<file path="config.mk">
export PLATFORM = sky130hd
export DESIGN_NAME = serv_ram_arbiter
export DESIGN_NICKNAME = d
export VERILOG_FILES = /design/src/rtl/serv_ram_arbiter.sv
export SDC_FILE = /design/constraint.sdc
export NUM_CORES = 1
export LEC_CHECK = 0
export BUFFER_PORTS_ARGS = -buffer_cell sky130_fd_sc_hd__clkbuf_2
export CORE_AREA = 2 2 106 108
export DETAILED_ROUTE_END_ITERATION = 12
export DIE_AREA = 0 0 108 110
export SLEW_MARGIN = 0
export SYNTH_ARGS = -nofsm -noshare
export SYNTH_HDL_FRONTEND = slang
export SYNTH_SLANG_ARGS = --single-unit
</file>
<file path="constraint.sdc">
create_clock -name clk -period 3 [get_ports clk]
set_input_delay 0.3 -clock clk [delete_from_list [all_inputs] [get_ports clk]]
set_output_delay 0.3 -clock clk [all_outputs]
set_load 0.02 [all_outputs]
</file>
<file path="src/rtl/serv_ram_arbiter.sv">
// serv_ram_arbiter: shares one single-port 32-bit byte-writable RAM between
// the host byte port, the SERV data bus and the SERV instruction bus.
// Every access walks IDLE -> ACCESS -> RESP; RAM controls are registered and
// the winner gets a one-cycle ack in RESP with ram_do passed straight through.
// Optional feature: define ARB_ROUND_ROBIN_EN to alternate dbus/ibus grants
// (host keeps absolute priority). Default build is fixed host > dbus > ibus.
// HOST_AW must equal ADDR_W+2 (byte lane in host_addr[1:0]).
module serv_ram_arbiter #(
  parameter int ADDR_W  = 5,
  parameter int HOST_AW = 7
) (
  input  logic               clk,
  input  logic               rst_n,
  input  logic               host_req,
  input  logic               host_we,
  input  logic [HOST_AW-1:0] host_addr,
  input  logic [7:0]         host_wdata,
  output logic [7:0]         host_rdata,
  output logic               host_ack,
  input  logic               ibus_cyc,
  input  logic [31:0]        ibus_adr,
  output logic [31:0]        ibus_rdt,
  output logic               ibus_ack,
  input  logic               dbus_cyc,
  input  logic [31:0]        dbus_adr,
  input  logic               dbus_we,
  input  logic [31:0]        dbus_wdt,
  input  logic [3:0]         dbus_sel,
  output logic [31:0]        dbus_rdt,
  output logic               dbus_ack,
  output logic               ram_en,
  output logic [ADDR_W-1:0]  ram_a,
  output logic [3:0]         ram_we,
  output logic [31:0]        ram_di,
  input  logic [31:0]        ram_do
);

  typedef enum logic [1:0] {S_IDLE, S_ACCESS, S_RESP} state_t;
  typedef enum logic [1:0] {G_NONE, G_HOST, G_DBUS, G_IBUS} gnt_t;

  state_t     state;
  gnt_t       gnt;
  gnt_t       win;
  logic [1:0] lane;

`ifdef ARB_ROUND_ROBIN_EN
  // Remembers which CPU bus was served last; the other one wins a tie.
  logic       rr_last_ibus;
`endif

  // Only word-address bits reach the RAM; the rest alias.
  logic unused_adr;
  assign unused_adr = ^{dbus_adr[31:ADDR_W+2], dbus_adr[1:0],
                        ibus_adr[31:ADDR_W+2], ibus_adr[1:0]};

  // Pick the winner among currently presented requests.
  always_comb begin
    win = G_NONE;
    if (host_req)
      win = G_HOST;
    else if (dbus_cyc && ibus_cyc) begin
`ifdef ARB_ROUND_ROBIN_EN
      win = rr_last_ibus ? G_DBUS : G_IBUS;
`else
      win = G_DBUS;
`endif
    end
    else if (dbus_cyc)
      win = G_DBUS;
    else if (ibus_cyc)
      win = G_IBUS;
  end

  // Access sequencer: registers winner and RAM controls, then acks in RESP.
  always_ff @(posedge clk) begin
    if (!rst_n) begin
      state    <= S_IDLE;
      gnt      <= G_NONE;
      lane     <= 2'd0;
      ram_en   <= 1'b0;
      ram_a    <= '0;
      ram_we   <= 4'b0000;
      ram_di   <= 32'h0;
      host_ack <= 1'b0;
      dbus_ack <= 1'b0;
      ibus_ack <= 1'b0;
`ifdef ARB_ROUND_ROBIN_EN
      rr_last_ibus <= 1'b1;
`endif
    end else begin
      host_ack <= 1'b0;
      dbus_ack <= 1'b0;
      ibus_ack <= 1'b0;
      case (state)
        S_IDLE: begin
          ram_en <= 1'b0;
          ram_we <= 4'b0000;
          if (win != G_NONE) begin
            gnt    <= win;
            ram_en <= 1'b1;
            state  <= S_ACCESS;
            case (win)
              G_HOST: begin
                ram_a  <= host_addr[HOST_AW-1:2];
                ram_we <= host_we ? (4'b0001 << host_addr[1:0]) : 4'b0000;
                ram_di <= {4{host_wdata}};
                lane   <= host_addr[1:0];
              end
              G_DBUS: begin
                ram_a  <= dbus_adr[ADDR_W+1:2];
                ram_we <= dbus_we ? dbus_sel : 4'b0000;
                ram_di <= dbus_wdt;
`ifdef ARB_ROUND_ROBIN_EN
                rr_last_ibus <= 1'b0;
`endif
              end
              default: begin
                ram_a  <= ibus_adr[ADDR_W+1:2];
                ram_we <= 4'b0000;
                ram_di <= 32'h0;
`ifdef ARB_ROUND_ROBIN_EN
                rr_last_ibus <= 1'b1;
`endif
              end
            endcase
          end
        end
        S_ACCESS: begin
          // RAM samples at this edge; drop enable and raise the ack.
          ram_en   <= 1'b0;
          ram_we   <= 4'b0000;
          state    <= S_RESP;
          host_ack <= (gnt == G_HOST);
          dbus_ack <= (gnt == G_DBUS);
          ibus_ack <= (gnt == G_IBUS);
        end
        S_RESP: begin
          gnt   <= G_NONE;
          state <= S_IDLE;
        end
        default: state <= S_IDLE;
      endcase
    end
  end

  assign ibus_rdt = ram_do;
  assign dbus_rdt = ram_do;

  // Host read byte is selected by the lane captured with the request.
  always_comb begin
    case (lane)
      2'd1:    host_rdata = ram_do[15:8];
      2'd2:    host_rdata = ram_do[23:16];
      2'd3:    host_rdata = ram_do[31:24];
      default: host_rdata = ram_do[7:0];
    endcase
  end

endmodule

</file>
==> metrics.md <==
| Metric | Value |
|---|---|
| ANT nets after route | `0` |
| PD cells | `506.2 nW/um^2` |
| Initial Util | `25.57%` |
| Global placement routability congestion | `0.7725` |
| Synthesized Nets | `446` |
| Root Buffer | `clkbuf_8` |
| Total gr overflow | `0` |
| Die height | `110 um` |
| Core region area | `10700 um^2` |
| Worst-Skew Late Latency | `300 ps` |
| Worst reg2reg endpoint | `gnt[1]` |
| Via count | `2710` |
| Total CTS buffers | `5` |
| LEAKAGE | `1.713 nW` |
| # DRC | `0` |
| Post-CTS Setup Bufs | `0` |
| Worst Path Required | `2700 ps` |
| Synth top area cells | `dfxtp_1, buf_4, o2bb2ai_1` |
| Biggest area consumer among synthesized cells | `dfxtp_1` |
| Flop-to-flop setup slack | `1410 ps` |
| Initial antenna violation count | `0` |
| Die area | `11880 um^2` |
| Count of nets after finishing | `588` |
| Fraction of synthesized area in multiplexers | `6.587%` |
| Clock transition at path regs | `110 ps` |
| # placed instances | `564` |
| Fmax | `482.1 MHz` |
| Post-Layout Cell Count | `572` |
| Port Buffers | `216` |
| Synth Register Bits | `51` |
| Layout cells sized above 1 | `55.32%` |
| Pins Over Slew Limit | `0` |
| IO Pins | `271` |
| Drt total wl | `9032 um` |
| Mean post-synth cell area | `9.464 um^2` |
| GRT Overall Usage | `14.67%` |
| Adder-Cell Fraction of Synth Area | `1.372%` |
| Hold Path End | `ram_di[28]` |
| Netlist cell types | `30` |
| Status | `completed` |
| Most frequent cells in the layout | `clkbuf_2, dfxtp_1, a21oi_1` |
| Slew of the pin with the lowest slew margin | `705.7 ps` |
| Synth Area in Compound Gates | `23.47%` |
| Main combinational cell family by area after synthesis | `compound AO/OA/AOI/OAI gates` |
| Die Wd | `108 um` |
| Maximum vdd drop | `0.2644 mV` |
| Synth Instances | `289` |
| Hold Path Class | `primary input to flip-flop` |
| # setup viols final | `0` |
| Vias in the first global route | `2572` |
| Maxcap violations | `0` |
| Vias per cell | `4.738` |
| ANT cells | `0` |
| WL/cell | `15.79 um` |
| Endpoint class of the critical path | `output port` |
| Synth top area share | `37.33%` |
| Hold Vio Cnt, Final | `0` |
| Fin crit share | `69.14%` |
| Largest net degree at the start of global routing | `37` |
| XOR/XNOR Fraction of Synth Area | `0%` |
| Simple-gate share of the synthesized area | `9.835%` |
| Ys Warns | `0` |
| CTS hold repair buffers | `0` |
| CP arrival | `1770 ps` |
| First-pass GRT wire length | `13260 um` |
| Layout area overhead | `31.11%` |
| Rel. slew slack | `52.95%` |
| Clock period minus worst slack | `2074 ps` |
| TritonRoute pass-1 iters | `4` |
| Initial drt markers | `114` |
| Most common cell after layout, fill and taps aside | `clkbuf_2` |
| CTS H-tree lvls | `2` |
| Critical path startpoint category | `flip-flop` |
| TNS Setup | `0 ps` |
| Rows | `38` |
| Post_cts resized | `0` |
| Critical path class | `flip-flop to output port` |
| Post-synthesis sequential area ratio | `37.33%` |
| Clock Path Buffers | `2` |
| R2r startpoint | `state[1]` |
| CTS tree | `yes` |
| Worst Hold Depth | `3` |
| Worst r2r path cells | `4` |
| Mapped Area | `2735 um^2` |
| Worst-path fanout max | `9` |
| Clk_skew | `8.677 ps` |
| Hold Startpoint | `dbus_wdt[28]` |
| DPL Wire Length | `7280 um` |
| Setup repair after global routing missed its margin | `no` |
| Clock sinks | `51` |
==> routing by layer <==
metal / GRT usage [%] / up-vias / share of wire (%)
li1: - / 1279 / -
met1: 15.65 / 1271 / 38
met2: 27.22 / 150 / 50
met3: 3.998 / 10 / 8.6
met4: 6.227 / 0 / 2.9
met5: 0 / - / 0
==> layout make-up <==
cell class	instances	area, um^2
fillers	1131	7112
multi-input cells	150	1131
flip-flops and latches	51	1021
well taps	140	175.2
clock inverters	3	71.32
inverters	4	15.01
clock buffers	5	68.82
repair buffers	219	1104
==> logic make-up (layout without fill, tap and decap cells) <==
kind of cell | Yosys count | in the layout
buffers and inverters | 88 | 231
multiplexers | 8 | 8
AO/OA/AOI/OAI | 94 | 94
adder cells (fa/ha/maj) | 3 | 3
flip-flops | 51 | 51
AND/OR/NAND/NOR | 45 | 45
==> stage by stage <==
stage / power [mW] / hold slack, ps / area (um^2) / worst slack (ps) / util (%)
4_1_cts: 1.848 / 249.9 / 3586 / 890.7 / 33.52
2_1_floorplan: 1.095 / 422.0 / 2735 / 1291 / -
3_3_place_gp: 1.235 / 444.4 / 3446 / 986.1 / 32.21
6_report: 1.815 / 265.9 / 3586 / 925.9 / 33.52
5_1_grt: 1.920 / 260.5 / 3586 / 808.0 / 33.52
3_5_place_dp: 1.245 / 447.3 / 3446 / 912.0 / 32.21
==> synth_stat cells <==
library cell  count
buf_4            65
dfxtp_1          51
a21oi_1          33
o2bb2ai_1        32
and2_1           10
nand2_1          10
buf_2             9
clkbuf_1          9
mux4_2            8
nor2_1            8
o21ai_0           8
a221oi_1          6
o211ai_1          5
o22ai_1           5
a31oi_1           4
inv_1             4
nand3_1           4
ha_1              3
and4b_1           2
nand4_1           2
nor2b_1           2
a2111oi_1         1
and3_1            1
and3b_1           1
and4_1            1
buf_1             1
nand3_4           1
nor3_4            1
nor4bb_1          1
or2_2             1
==> where the power goes <==
part / internal (mW) / leakage (nW) / switching (mW)
Sequential: 0.717 / 0.415 / 0.0337
Combinational: 0.178 / 1.23 / 0.297
Clock: 0.339 / 0.0703 / 0.251
Total: 1.23 / 1.71 / 0.581
==> how the worst max path moves through the flow <==
stage | slack (ps) | end | start | cells past startpoint
2_1_floorplan | 1290 | ram_a[0] | dbus_cyc | 7
3_3_place_gp | 990 | ram_di[6] | ibus_cyc | 8
3_5_place_dp | 910 | ram_di[30] | ibus_cyc | 8
4_1_cts | 890 | host_rdata[6] | lane[0] | 2
5_1_grt | 810 | host_rdata[1] | lane[0] | 2
6_report | 930 | host_rdata[6] | lane[0] | 2
==> critical path, cell delays in order (launching register included) <==
cell	delay (ps)
dfxtp_1	700
mux4_2	570
clkbuf_2	200
==> state kept, by name (all words and copies together) (netlist names) <==
name / flops
ram_di: 32
ram_a: 5
ram_we: 4
gnt: 2
lane: 2
state: 2
dbus_ack: 1
host_ack: 1
ibus_ack: 1
ram_en: 1
No activity file was read; power rests on OpenSTA's default activity.
